===== src/rtl/change_dispenser.sv =====
// change_dispenser
//   Breaks one change amount into coins/notes, always taking the largest
//   denomination first, and hands each unit to the payout hopper over a
//   valid/ready handshake. Stock is tracked per denomination, and empty
//   denominations are skipped. Any amount that cannot be paid is reported as
//   a shortfall when the transaction ends.
//
//   Ports:
//     clk, rst                 clock, asynchronous active-high reset
//     change_valid/ready       request handshake (ready only in IDLE)
//     change_amount            amount to pay out
//     coin_valid/ready         unit handshake toward the hopper
//     coin_denom               index of the unit on offer (0 = largest)
//     refill_en/idx/count      add units to one denomination (idx 7 ignored)
//     change_done              one-cycle end-of-transaction pulse
//     shortfall(_flag)         unpaid remainder, valid with change_done, held
//     stock_empty              bit i set while stock[i] == 0

// One denomination's stock counter. A decrement and a refill in the same
// cycle combine as sat(stock - 1 + add).
module change_dispenser_stock #(
    parameter int W    = 8,
    parameter int INIT = 255
) (
    input  logic         clk,
    input  logic         rst,
    input  logic         dec,
    input  logic         add_en,
    input  logic [W-1:0] add_cnt,
    output logic [W-1:0] stock
);
    localparam logic [W+1:0] MAX = {2'b00, {W{1'b1}}};

    logic [W-1:0] add_v;
    logic [W+1:0] sum;

    assign add_v = add_en ? add_cnt : {W{1'b0}};
    // Two guard bits: one for the carry out of the add, one spare. A
    // decrement only happens when stock is non-zero, so this never goes
    // below zero.
    assign sum = {2'b00, stock} + {2'b00, add_v} - {{(W+1){1'b0}}, dec};

    always_ff @(posedge clk or posedge rst) begin
        if (rst)
            stock <= W'(INIT);
        else if (add_en || dec)
            stock <= (sum > MAX) ? {W{1'b1}} : sum[W-1:0];
    end
endmodule

module change_dispenser #(
    parameter int total_amount_width = 16,
    parameter int stock_width        = 8,
    parameter int NUM_DENOM          = 7,
    parameter int D0                 = 100,
    parameter int D1                 = 50,
    parameter int D2                 = 20,
    parameter int D3                 = 10,
    parameter int D4                 = 5,
    parameter int D5                 = 2,
    parameter int D6                 = 1,
    parameter int INIT_STOCK         = 255
) (
    input  logic                          clk,
    input  logic                          rst,
    input  logic                          change_valid,
    input  logic [total_amount_width-1:0] change_amount,
    output logic                          change_ready,
    output logic                          coin_valid,
    output logic [2:0]                    coin_denom,
    input  logic                          coin_ready,
    input  logic                          refill_en,
    input  logic [2:0]                    refill_idx,
    input  logic [stock_width-1:0]        refill_count,
    output logic                          change_done,
    output logic [total_amount_width-1:0] shortfall,
    output logic                          shortfall_flag,
    output logic [NUM_DENOM-1:0]          stock_empty
);
    typedef enum logic [1:0] {IDLE, SELECT, EMIT, DONE} state_t;

    state_t                          state, state_nxt;
    logic [total_amount_width-1:0]   remaining, remaining_nxt;
    logic [2:0]                      idx, idx_nxt;
    logic [total_amount_width-1:0]   shortfall_q;
    logic [NUM_DENOM-1:0][stock_width-1:0] stock;
    logic                            coin_hs;
    logic [total_amount_width-1:0]   d_cur;

    function automatic logic [total_amount_width-1:0] denom(input logic [2:0] i);
        case (i)
            3'd0:    denom = total_amount_width'(D0);
            3'd1:    denom = total_amount_width'(D1);
            3'd2:    denom = total_amount_width'(D2);
            3'd3:    denom = total_amount_width'(D3);
            3'd4:    denom = total_amount_width'(D4);
            3'd5:    denom = total_amount_width'(D5);
            default: denom = total_amount_width'(D6);
        endcase
    endfunction

    assign d_cur = denom(idx);

    // The unit on offer is simply the current index; it does not move while
    // in EMIT, so coin_denom stays stable until the hopper takes the unit.
    assign coin_valid   = (state == EMIT);
    assign coin_denom   = idx;
    assign coin_hs      = coin_valid && coin_ready;
    assign change_ready = (state == IDLE);
    assign change_done  = (state == DONE);

    // During DONE the live remainder is shown, so shortfall is valid in the
    // same cycle as change_done; it is latched afterwards and held.
    assign shortfall      = (state == DONE) ? remaining : shortfall_q;
    assign shortfall_flag = (shortfall != '0);

    always_ff @(posedge clk or posedge rst) begin
        if (rst) begin
            state       <= IDLE;
            remaining   <= '0;
            idx         <= '0;
            shortfall_q <= '0;
        end else begin
            state     <= state_nxt;
            remaining <= remaining_nxt;
            idx       <= idx_nxt;
            if (state == DONE)
                shortfall_q <= remaining;
        end
    end

    always_comb begin
        state_nxt     = state;
        remaining_nxt = remaining;
        idx_nxt       = idx;
        case (state)
            IDLE: begin
                if (change_valid) begin
                    remaining_nxt = change_amount;
                    idx_nxt       = '0;
                    state_nxt     = (change_amount == '0) ? DONE : SELECT;
                end
            end
            SELECT: begin
                if (remaining >= d_cur && stock[idx] != '0)
                    state_nxt = EMIT;
                else if (idx == 3'd6 || remaining == '0)
                    state_nxt = DONE;
                else
                    idx_nxt = idx + 3'd1;
            end
            EMIT: begin
                // Go back to SELECT at the same index so one denomination
                // can be paid several times.
                if (coin_ready) begin
                    remaining_nxt = remaining - d_cur;
                    state_nxt     = SELECT;
                end
            end
            DONE: state_nxt = IDLE;
            default: state_nxt = IDLE;
        endcase
    end

    for (genvar i = 0; i < NUM_DENOM; i++) begin : g_stock
        change_dispenser_stock #(
            .W    (stock_width),
            .INIT (INIT_STOCK)
        ) u_stock (
            .clk     (clk),
            .rst     (rst),
            .dec     (coin_hs && (idx == 3'(i))),
            .add_en  (refill_en && (refill_idx == 3'(i))),
            .add_cnt (refill_count),
            .stock   (stock[i])
        );
        assign stock_empty[i] = (stock[i] == '0);
    end
endmodule


===== config.mk =====
export PLATFORM = sky130hd
export DESIGN_NAME = change_dispenser
export DESIGN_NICKNAME = d
export VERILOG_FILES = /design/src/rtl/change_dispenser.sv
export SDC_FILE = /design/constraint.sdc
export NUM_CORES = 1
export LEC_CHECK = 0
export CAP_MARGIN = 10
export CORE_AREA = 2 2 84 167
export CTS_CLUSTER_DIAMETER = 40
export CTS_CLUSTER_SIZE = 25
export DETAILED_ROUTE_END_ITERATION = 7
export DIE_AREA = 0 0 86 169
export PLACE_DENSITY = 0.82
export SLEW_MARGIN = 20
export SYNTH_ARGS = -nofsm -noshare
export SYNTH_HDL_FRONTEND = slang
export SYNTH_SLANG_ARGS = --single-unit

===== constraint.sdc =====
create_clock -name clk -period 6.9 [get_ports clk]
set_clock_uncertainty 0.1 [all_clocks]
set_input_delay 1.725 -clock clk [delete_from_list [all_inputs] [get_ports clk]]
set_output_delay 1.725 -clock clk [all_outputs]
set_load 0.02 [all_outputs]

==> results of run 1 <==
## synth_stat cells, types with 11 or more instances
master	n	area share
dfrtp_1	37	0.11
or4_1	12	0.011
ha_1	82	0.12
inv_1	40	0.018
xor2_1	29	0.030
a31oi_1	12	0.0089
xnor2_1	51	0.053
nor2_1	135	0.060
nand2_1	39	0.017
clkbuf_1	13	0.0058
and2_1	63	0.047
nand3_1	23	0.014
nor4_1	15	0.011
a21o_1	14	0.012
nand2b_1	11	0.0082
o21ai_0	34	0.020
nor3_1	28	0.017
a21oi_1	75	0.045
dfstp_2	56	0.17
mux2_2	15	0.020
## worst max-delay path, cell delays in order
cell	delay, ps
clkdlybuf4s50_1	410
nand2b_1	210
nor3_1	670
and2_1	270
ha_1	240
a211oi_1	270
nor3b_1	110
o21ai_1	180
a22oi_1	120
or3_1	510
o41ai_4	610
a21oi_1	130
## cell families (layout without fill, tap and decap cells)
| kind of cell | Yosys count | count (layout) | synth area share |
|---|---|---|---|
| AOI/OAI and AO/OA | 237 | 237 | 0.193 |
| muxes | 23 | 23 | 0.0325 |
| and+or+nand+nor | 389 | 389 | 0.236 |
| buffers and inverters | 62 | 120 | 0.0304 |
| adders and majority gates | 90 | 90 | 0.141 |
| DFF | 93 | 93 | 0.284 |
| xor gates and xnor gates | 80 | 80 | 0.0831 |
## final timing paths
path	startpoint	end	slack [ps]	cells past startpoint
max	refill_idx[2]	g_stock[0].u_stock.stock[5]	1590	12
min	g_stock[3].u_stock.stock[6]	g_stock[3].u_stock.stock[6]	410	2
max reg2reg	coin_denom[2]	remaining[15]	2800	13
min reg2reg	g_stock[3].u_stock.stock[6]	g_stock[3].u_stock.stock[6]	410	2
max in group asynchronous	rst	g_stock[5].u_stock.stock[7]	3930	3
min in group asynchronous	rst	shortfall_q[11]	1770	2
## area by class of cell
type,count,area share
clock buffers,10,0.0242
clock inverters,6,0.00755
inverters,41,0.0168
multi-input cells,819,0.611
flip-flops and latches,93,0.254
well taps,155,0.0205
repair buffers,63,0.0662
## power breakdown
group | total (W) | internal, W | switching, W
sequential | 0.00108 | 0.000872 | 0.000212
combinational | 0.00167 | 0.000722 | 0.000950
clock | 0.000507 | 0.000285 | 0.000222
total | 0.00326 | 0.00188 | 0.00138
## metrics by stage
stage | cells | total power [W]
2_1_floorplan | 974 | 0.00228
3_3_place_gp | 1171 | 0.00267
3_5_place_dp | 1171 | 0.00274
4_1_cts | 1187 | 0.00326
5_1_grt | 1187 | 0.00351
6_report | 1187 | 0.00326
## sequential cells by signal, summed over array words and instances, names as in the netlist
name	flops
shortfall_q	16
coin_denom	3
g_stock.u_stock.stock	56
remaining	16
state	2
## routing by layer
| layer | part of all wire | wire [µm] | GRT usage |
|---|---|---|---|
| met1 | 0.41 | 8820 | 0.389 |
| met2 | 0.50 | 10700 | 0.510 |
| met4 | 0.039 | 830 | 0.133 |
| met5 | 0 | 0 | 0 |
| met3 | 0.043 | 905 | 0.0341 |
==> impl_metrics.json, run 1 <==
{
  "dpl-instance-area_um2": 9150,
  "ir_worst_vdd_mv": 0.231,
  "drc": 0,
  "worstSetupStartpointType": "primary input",
  "fin_hold_ws_ps": 411,
  "syn_nets": 1096,
  "first_iter_violations": 465,
  "ys_ff_latch": 93,
  "maxCapViolations": 0,
  "synth_warnings": 0,
  "final_core_util": 0.711,
  "cp_max_fo": 9,
  "grt_pass1_wl_mm": 35.8,
  "synth-edff-count": 0,
  "n_antenna_cell": 0,
  "slew_headroom": 0.383,
  "rsz0062_at_grt": "no",
  "cts_hold_buf": 0,
  "syn_area_um2": 8430,
  "ff_latch_area_um2": 2400,
  "arrival_ps": 5460,
  "htreeDepth": 3,
  "num_rows": 60,
  "overflow": 0,
  "globalRouteTotalUtil": 0.304,
  "crit_type": "in2reg",
  "setup_tns_ps": 0,
  "ys_seq_area_frac": 0.284,
  "final_common_cell": "nor2_1",
  "cts-root-buf": "clkbuf_16",
  "grt_pass1_vias": 7359,
  "cts_tree": "built",
  "grt_start_max_net_pins": 62,
  "wl_per_cell_um": 17.9,
  "netlist-cell-type-count": 77,
  "clk_pin_slew_ps": 70,
  "hpwl_mm": 16.5,
  "setup_viol": 0,
  "numCtsBuffers": 9,
  "antenna_found_initial": 0,
  "p_leak_nw": 4.00,
  "dieArea_um2": 14500,
  "status": "finished clean",
  "power_density_nw_per_um2": 345,
  "clk_latency_ps": 340,
  "post_cts_resized": 0,
  "num_io_pins": 62,
  "die_x_um": 86,
  "routed-via-count": 7518,
  "ant_nets": 0,
  "ys.flop_type": "dfstp_2",
  "drive_gt1_frac": 0.118,
  "cts_max_path_buffers": 2,
  "syn_inst": 974,
  "multi_input_area_um2": 5770,
  "die_h_um": 169,
  "drt-total-wl_mm": 21.3,
  "fin_nets": 1149,
  "clkSinkCount": 93,
  "worst_setup_path_end_kind": "register",
  "post-route-period-util": 0.770,
  "tightest_slew_ps": 925,
  "critPathRequiredTime_ps": 7050,
  "slew_violations": 0,
  "core_um2": 13300,
  "viasPerCell": 6.33,
  "fillers": 1056,
  "synthToLayoutAreaGrowth_pct": 12.1,
  "final_cell_area_um2": 9450,
  "final_cell_mix": "nor2_1 (135), ha_1 (82), a21oi_1 (75)",
  "max_freq_mhz": 188,
  "min_path_type": "reg2reg",
  "syn_area_per_cell_um2": 8.65,
  "gp_congestion": 0.901,
  "initial_utilization": 0.634,
  "hold_viol": 0,
  "place_ws_ps": 1200,
  "post_cts_buffers": 0,
  "place.port_buffers": 61,
  "period_minus_slack_ps": 5310,
  "synthArstFlopShare": 1.00,
  "fin_ws_ps": 1590,
  "dr.pass1.iters": 5
}
(Power assumes the default switching activity.)
==> run 2: changes to the inputs <==
--- a/config.mk
+++ b/config.mk
@@ -6,12 +6,12 @@
 export NUM_CORES = 1
 export LEC_CHECK = 0
 export CAP_MARGIN = 10
-export CORE_AREA = 2 2 84 167
+export CORE_AREA = 2 2 87 172
 export CTS_CLUSTER_DIAMETER = 40
 export CTS_CLUSTER_SIZE = 25
 export DETAILED_ROUTE_END_ITERATION = 7
-export DIE_AREA = 0 0 86 169
-export PLACE_DENSITY = 0.82
+export DIE_AREA = 0 0 89 174
+export PLACE_DENSITY = 0.78
 export SLEW_MARGIN = 20
 export SYNTH_ARGS = -nofsm -noshare
 export SYNTH_HDL_FRONTEND = slang
==> constraint.sdc (replaced) <==
create_clock -name clk -period 5.4 [get_ports clk]
set_clock_uncertainty 0.1 [all_clocks]
set_input_delay 1.35 -clock clk [delete_from_list [all_inputs] [get_ports clk]]
set_output_delay 1.35 -clock clk [all_outputs]
set_load 0.02 [all_outputs]
==> run 2 against run 1 <==
  * Worst hold slack better by 1.2 ps
  * Clock power is 41% higher
  * First-iteration DRC count is 17% lower
  * Count of clock-buffer cells in the layout stayed put
  * Sequential cell count stayed put
  * Register-to-register slack worse by 1500 ps
  * Non-clock buffer count is 9 higher
  * Critical path type unchanged
  * Highest routed layer unchanged
==> impl_metrics.json, run 2 (synthesis gave the netlist of run 1 again) <==
{
  "ir_worst_vdd_mv": 0.400,
  "min_path_type": "reg2reg",
  "worstSetupStartpointType": "primary input",
  "drt-total-wl_mm": 22.8,
  "slew_headroom": 0.384,
  "clkSinkCount": 93,
  "post-route-period-util": 0.899,
  "reg2reg_to": "remaining[13]",
  "r2r_start": "coin_denom[0]",
  "p_leak_nw": 4.06,
  "startpoint": "refill_idx[2]",
  "cp-endpoint": "g_stock[0].u_stock.stock[1]",
  "fin_nets": 1158,
  "largest_register": "g_stock.u_stock.stock",
  "fin_ws_ps": 547,
  "setup_viol": 0,
  "fillers": 1229,
  "clk_pin_slew_ps": 70,
  "final_cell_mix": "nor2_1 (135), ha_1 (82), a21oi_1 (75)",
  "status": "finished clean",
  "die_h_um": 174,
  "cp_max_fo": 9,
  "crit_type": "in2reg",
  "worst_setup_path_end_kind": "register",
  "maxCapViolations": 0,
  "dieArea_um2": 15500,
  "place_ws_ps": 184,
  "rsz0062_at_grt": "no",
  "num_rows": 62,
  "max_freq_mhz": 206,
  "dr.pass1.iters": 4,
  "multi_input_area_um2": 5770,
  "first_iter_violations": 388,
  "grt_pass1_wl_mm": 37.6,
  "htreeDepth": 3,
  "final_common_cell": "nor2_1",
  "hpwl_mm": 17.9,
  "overflow": 0,
  "core_um2": 14300,
  "ff_latch_area_um2": 2400,
  "post_cts_buffers": 0,
  "grt_start_max_net_pins": 52,
  "num_io_pins": 62,
  "slew_violations": 0,
  "arrival_ps": 5040,
  "drc": 0,
  "worst_path_max_delay_cell": "nor3_1",
  "synthToLayoutAreaGrowth_pct": 13.9,
  "critical_path.cell_chain": "clkdlybuf4s50_1 > nand2b_1 > nor3_1 > and2_1 > ha_1 > a211oi_1 > nor3b_1 > o21ai_1 > a22oi_1 > or3_1 > o311ai_2 > o41ai_4 > a21oi_1",
  "globalRouteTotalUtil": 0.311,
  "post_cts_resized": 0,
  "wl_per_cell_um": 18.4,
  "place.port_buffers": 61,
  "cts-root-buf": "clkbuf_16",
  "cts_hold_buf": 0,
  "hold_viol": 0,
  "reg_top3": "g_stock.u_stock.stock x56, remaining x16, shortfall_q x16",
  "cts_tree": "built",
  "drive_gt1_frac": 0.127,
  "grt_pass1_vias": 7791,
  "antenna_found_initial": 1,
  "viasPerCell": 6.13,
  "initial_utilization": 0.590,
  "r2r_cells": 13,
  "period_minus_slack_ps": 4850,
  "clk_latency_ps": 360,
  "largest_reg_flops": 56,
  "routed-via-count": 7566,
  "die_x_um": 89,
  "regToRegSetupSlack_ps": 1250,
  "cp_slowest_stage_delay_ps": 550,
  "critPathRequiredTime_ps": 5590,
  "cts_max_path_buffers": 2,
  "numCtsBuffers": 9,
  "power_density_nw_per_um2": 446,
  "setup_tns_ps": 0,
  "ant_nets": 0,
  "tightest_slew_ps": 924,
  "gp_congestion": 0.960
}
## run 2: worst min-delay path by stage
stage                                      startpoint                           to  slack (ps)  depth (start not counted)
final                     g_stock[4].u_stock.stock[4]  g_stock[4].u_stock.stock[4]         410                          2
after global routing                   shortfall_q[5]               shortfall_q[5]         430                          1
after CTS                 g_stock[4].u_stock.stock[4]  g_stock[4].u_stock.stock[4]         410                          2
after detailed placement               shortfall_q[5]               shortfall_q[5]         400                          1
after global placement                 shortfall_q[8]               shortfall_q[8]         390                          1
after floorplan           g_stock[0].u_stock.stock[2]  g_stock[0].u_stock.stock[2]         390                          2
## run 2: report_power, final
part	total [W]	switching (W)	internal, W	leakage [nW]
Combinational	0.00216	0.00123	0.000932	2.87
Clock	0.000716	0.000294	0.000422	0.156
Sequential	0.00139	0.000281	0.00111	1.03
Total	0.00428	0.00181	0.00247	4.06
## run 2: per-stage QoR
step / hold slack, ps / instances / utilization / power (W) / instance area (µm²)
final: 412 / 1234 / 0.672 / 0.00428 / 9600
after global routing: 429 / 1233 / 0.672 / 0.00459 / 9590
after CTS: 413 / 1233 / 0.672 / 0.00428 / 9590
after detailed placement: 399 / 1217 / 0.649 / 0.00353 / 9260
after global placement: 393 / 1217 / 0.649 / 0.00349 / 9260
after floorplan: 388 / 974 / - / 0.00291 / 8430
## run 2: area by class of cell
| cell class | instances | area share |
|---|---|---|
| tap | 192 | 0.0250 |
| antenna | 1 | 0.000261 |
| sequential | 93 | 0.250 |
| inverter | 41 | 0.0164 |
| multi-input combinational | 819 | 0.602 |
| timing repair buffer | 72 | 0.0722 |
| clock buffer | 10 | 0.0249 |
| clock inverter | 6 | 0.00965 |
## run 2: critical path, delay by kind of cell
kind / cells / cell delay, ps
compound gates: 6 / 1400
simple gates: 5 / 1650
buf+inv: 1 / 410
fa+ha+maj: 1 / 240
## run 2: metal layers
metal | up-vias | share of wire | global-route usage
met2 | 227 | 0.54 | 0.557
met3 | 104 | 0.044 | 0.0451
met5 | - | 0 | 0
li1 | 3636 | - | -
met1 | 3599 | 0.35 | 0.322
met4 | 0 | 0.071 | 0.202
==> run 3: changes to the inputs <==
--- a/config.mk
+++ b/config.mk
@@ -6,13 +6,15 @@
 export NUM_CORES = 1
 export LEC_CHECK = 0
 export CAP_MARGIN = 10
-export CORE_AREA = 2 2 87 172
+export CORE_AREA = 2 2 89 176
 export CTS_CLUSTER_DIAMETER = 40
 export CTS_CLUSTER_SIZE = 25
 export DETAILED_ROUTE_END_ITERATION = 7
-export DIE_AREA = 0 0 89 174
+export DIE_AREA = 0 0 91 178
+export HOLD_SLACK_MARGIN = 0.12
 export PLACE_DENSITY = 0.78
 export SLEW_MARGIN = 20
 export SYNTH_ARGS = -nofsm -noshare
 export SYNTH_HDL_FRONTEND = slang
+export SYNTH_HIERARCHICAL = 1
 export SYNTH_SLANG_ARGS = --single-unit
==> run 3 against run 2 <==
  * Cell count is 2.1% higher
  * Synthesized cell count rose by 3.3%
  * Setup slack gained 200 ps
  * Worst hold slack barely moved
  * Critical path depth is the same
  * Sequential cell count stayed put
  * Die area rose by 4.6%
  * Count of clock-buffer cells in the layout increased by 2
  * Sequential share of layout area down 0.87 points
  * Critical path type unchanged
  * Largest cell class unchanged
==> impl_metrics.json, run 3 <==
{
  "status": "finished clean",
  "reg_top3": "g_stock.u_stock/stock x56, remaining x16, shortfall_q x16",
  "wl_per_cell_um": 18.9,
  "yosys.area.top_type": "dfstp_2",
  "power_density_nw_per_um2": 474,
  "power_w": 0.00471,
  "routed-via-count": 7962,
  "synth-edff-count": 0,
  "rsz0062_at_grt": "no",
  "synthToLayoutAreaGrowth_pct": 11.8,
  "synth_largest_type_area_fraction": 0.165,
  "fillers": 1287,
  "dr.pass1.iters": 4,
  "crit_type": "in2reg",
  "comb_power_share": 0.556,
  "setup_viol": 0,
  "p_seq_frac": 0.310,
  "arrival_ps": 4830,
  "post_cts_buffers": 0,
  "gp_congestion": 0.967,
  "syn_area_per_cell_um2": 8.84,
  "grt_pass1_wl_mm": 38.9,
  "initial_utilization": 0.600,
  "p_leak_nw": 4.32,
  "antenna_found_initial": 0,
  "syn_inst": 1006,
  "numCtsBuffers": 9,
  "maxCapViolations": 0,
  "startpoint": "refill_idx[0]",
  "core_um2": 14800,
  "ys_ff_latch": 93,
  "netlist_top_cells_area": "dfstp_2 (17%), ha_1 (12%), dfrtp_1 (10%)",
  "power_frac_clock": 0.134,
  "fin_hold_ws_ps": 412,
  "die_h_um": 178,
  "final_common_cell": "nor2_1",
  "cp-endpoint": "g_stock[6].u_stock/stock[0]",
  "largest_reg_flops": 56,
  "synth_common_cells": "nor2_1 (113), ha_1 (82), and2_1 (60)",
  "cts_max_path_buffers": 2,
  "ys_seq_area_frac": 0.270,
  "n_antenna_cell": 0,
  "post-route-period-util": 0.862,
  "syn_nets": 1128,
  "switching_share": 0.449,
  "num_io_pins": 62,
  "fin_nets": 1182,
  "worst_setup_path_end_kind": "register",
  "netlist-cell-type-count": 83,
  "r2r_cells": 12,
  "clk_latency_ps": 350,
  "r2r_start": "coin_denom[0]",
  "setup_tns_ps": 0,
  "dieArea_um2": 16200,
  "ys.flop_type": "dfstp_2",
  "cp_max_fo": 9,
  "tightest_slew_ps": 635,
  "reg2reg_to": "coin_denom[1]",
  "syn_area_um2": 8890,
  "final_core_util": 0.671,
  "dpl.cell_count": 1244,
  "die_x_um": 91,
  "yosysMostFrequentCell": "nor2_1",
  "num_rows": 63,
  "htreeDepth": 3,
  "place.port_buffers": 61,
  "post_cts_resized": 0,
  "drc": 0,
  "clk_pin_slew_ps": 60,
  "period_minus_slack_ps": 4660,
  "hpwl_mm": 19.3,
  "slew_headroom": 0.573,
  "instances_no_fill": 1260,
  "largest_register": "g_stock.u_stock/stock",
  "overflow": 0,
  "worstSetupStartpointType": "primary input",
  "cts_hold_buf": 0,
  "viasPerCell": 6.32,
  "synthArstFlopShare": 1.00,
  "min_path_type": "reg2reg",
  "grt_pass1_vias": 8030,
  "drt-total-wl_mm": 23.8,
  "p_int_w": 0.00259,
  "final_cell_mix": "nor2_1 (113), ha_1 (82), clkdlybuf4s50_1 (61)",
  "clkSinkCount": 93,
  "globalRouteTotalUtil": 0.303,
  "ant_nets": 0,
  "regToRegSetupSlack_ps": 1620,
  "hold_viol": 0,
  "cts_tree": "built",
  "drive_gt1_frac": 0.145,
  "slew_violations": 0,
  "max_freq_mhz": 215,
  "grt_start_max_net_pins": 38,
  "p_sw_w": 0.00212,
  "ir_worst_vdd_mv": 0.218,
  "cts-root-buf": "clkbuf_16",
  "synth_warnings": 6,
  "first_iter_violations": 268,
  "critPathRequiredTime_ps": 5580
}
==> run 3: cell types whose count changed in the layout (fill, tap and decap cells not counted), moves of 11 or more <==
cell     previous run  this run
mux2_2             15         1
a21oi_1            75        52
xor2_1             29        18
o21ai_0            34        19
nor2_1            135       113
mux2_1              0        14
a31oi_1            12        55
==> run 3: how the worst min path moves through the flow <==
stage,depth (start not counted),end,from
2_1_floorplan,2,g_stock[0].u_stock/stock[0],g_stock[0].u_stock/stock[0]
3_3_place_gp,1,shortfall_q[7],shortfall_q[7]
3_5_place_dp,2,g_stock[1].u_stock/stock[0],g_stock[1].u_stock/stock[0]
4_1_cts,2,g_stock[5].u_stock/stock[5],g_stock[5].u_stock/stock[5]
5_1_grt,2,g_stock[2].u_stock/stock[0],g_stock[2].u_stock/stock[0]
6_report,2,g_stock[5].u_stock/stock[5],g_stock[5].u_stock/stock[5]
==> run 3: power groups by stage <==
stage / clock network (W) / registers (W) / logic [W]
6_report: 0.000630 / 0.00146 / 0.00262
5_1_grt: 0.000673 / 0.00150 / 0.00289
4_1_cts: 0.000640 / 0.00145 / 0.00261
3_5_place_dp: 0 / 0.00147 / 0.00260
3_3_place_gp: 0 / 0.00145 / 0.00254
2_1_floorplan: 0 / 0.00132 / 0.00199
==> run 3: per-stage QoR <==
step / instance area, µm² / setup slack [ps]
after floorplan: 8890 / 1010
after global placement: 9650 / 550
after detailed placement: 9650 / 400
after CTS: 9940 / 774
after global routing: 9940 / 528
final: 9940 / 743
==> run 3: cells by family after synthesis <==
kind of cell,share of synthesized area
xor+xnor,0.0699
compound gates,0.220
flops,0.270
mux,0.0303
simple gates,0.237
buf+inv,0.0398
fa+ha+maj,0.133
==> run 3: layout make-up <==
| type | instances | area, µm² | share of cell area |
|---|---|---|---|
| multi-input combinational | 835 | 6140 | 0.618 |
| sequential | 93 | 2400 | 0.241 |
| timing repair buffer | 71 | 686 | 0.0690 |
| tap | 195 | 244 | 0.0245 |
| clock buffer | 12 | 236 | 0.0238 |
| inverter | 50 | 188 | 0.0189 |
| clock inverter | 4 | 51.3 | 0.00516 |
==> run 3: layer usage <==
| layer | global-route usage | wire, µm |
|---|---|---|
| met5 | 0 | 0 |
| met4 | 0.200 | 1450 |
| met3 | 0.0397 | 852 |
| met2 | 0.584 | 13300 |
| met1 | 0.295 | 8210 |
==> run 3: critical path, cell delays in order <==
cell and delay, ps:
clkdlybuf4s50_1 530, nand2b_1 150, nor2_1 120, and2_1 170
ha_1 210, fa_1 430, a211oi_2 280, nor2_1 90
xnor2_1 370, nand4_2 190, o31a_1 360, or2_1 350
a31oi_1 220
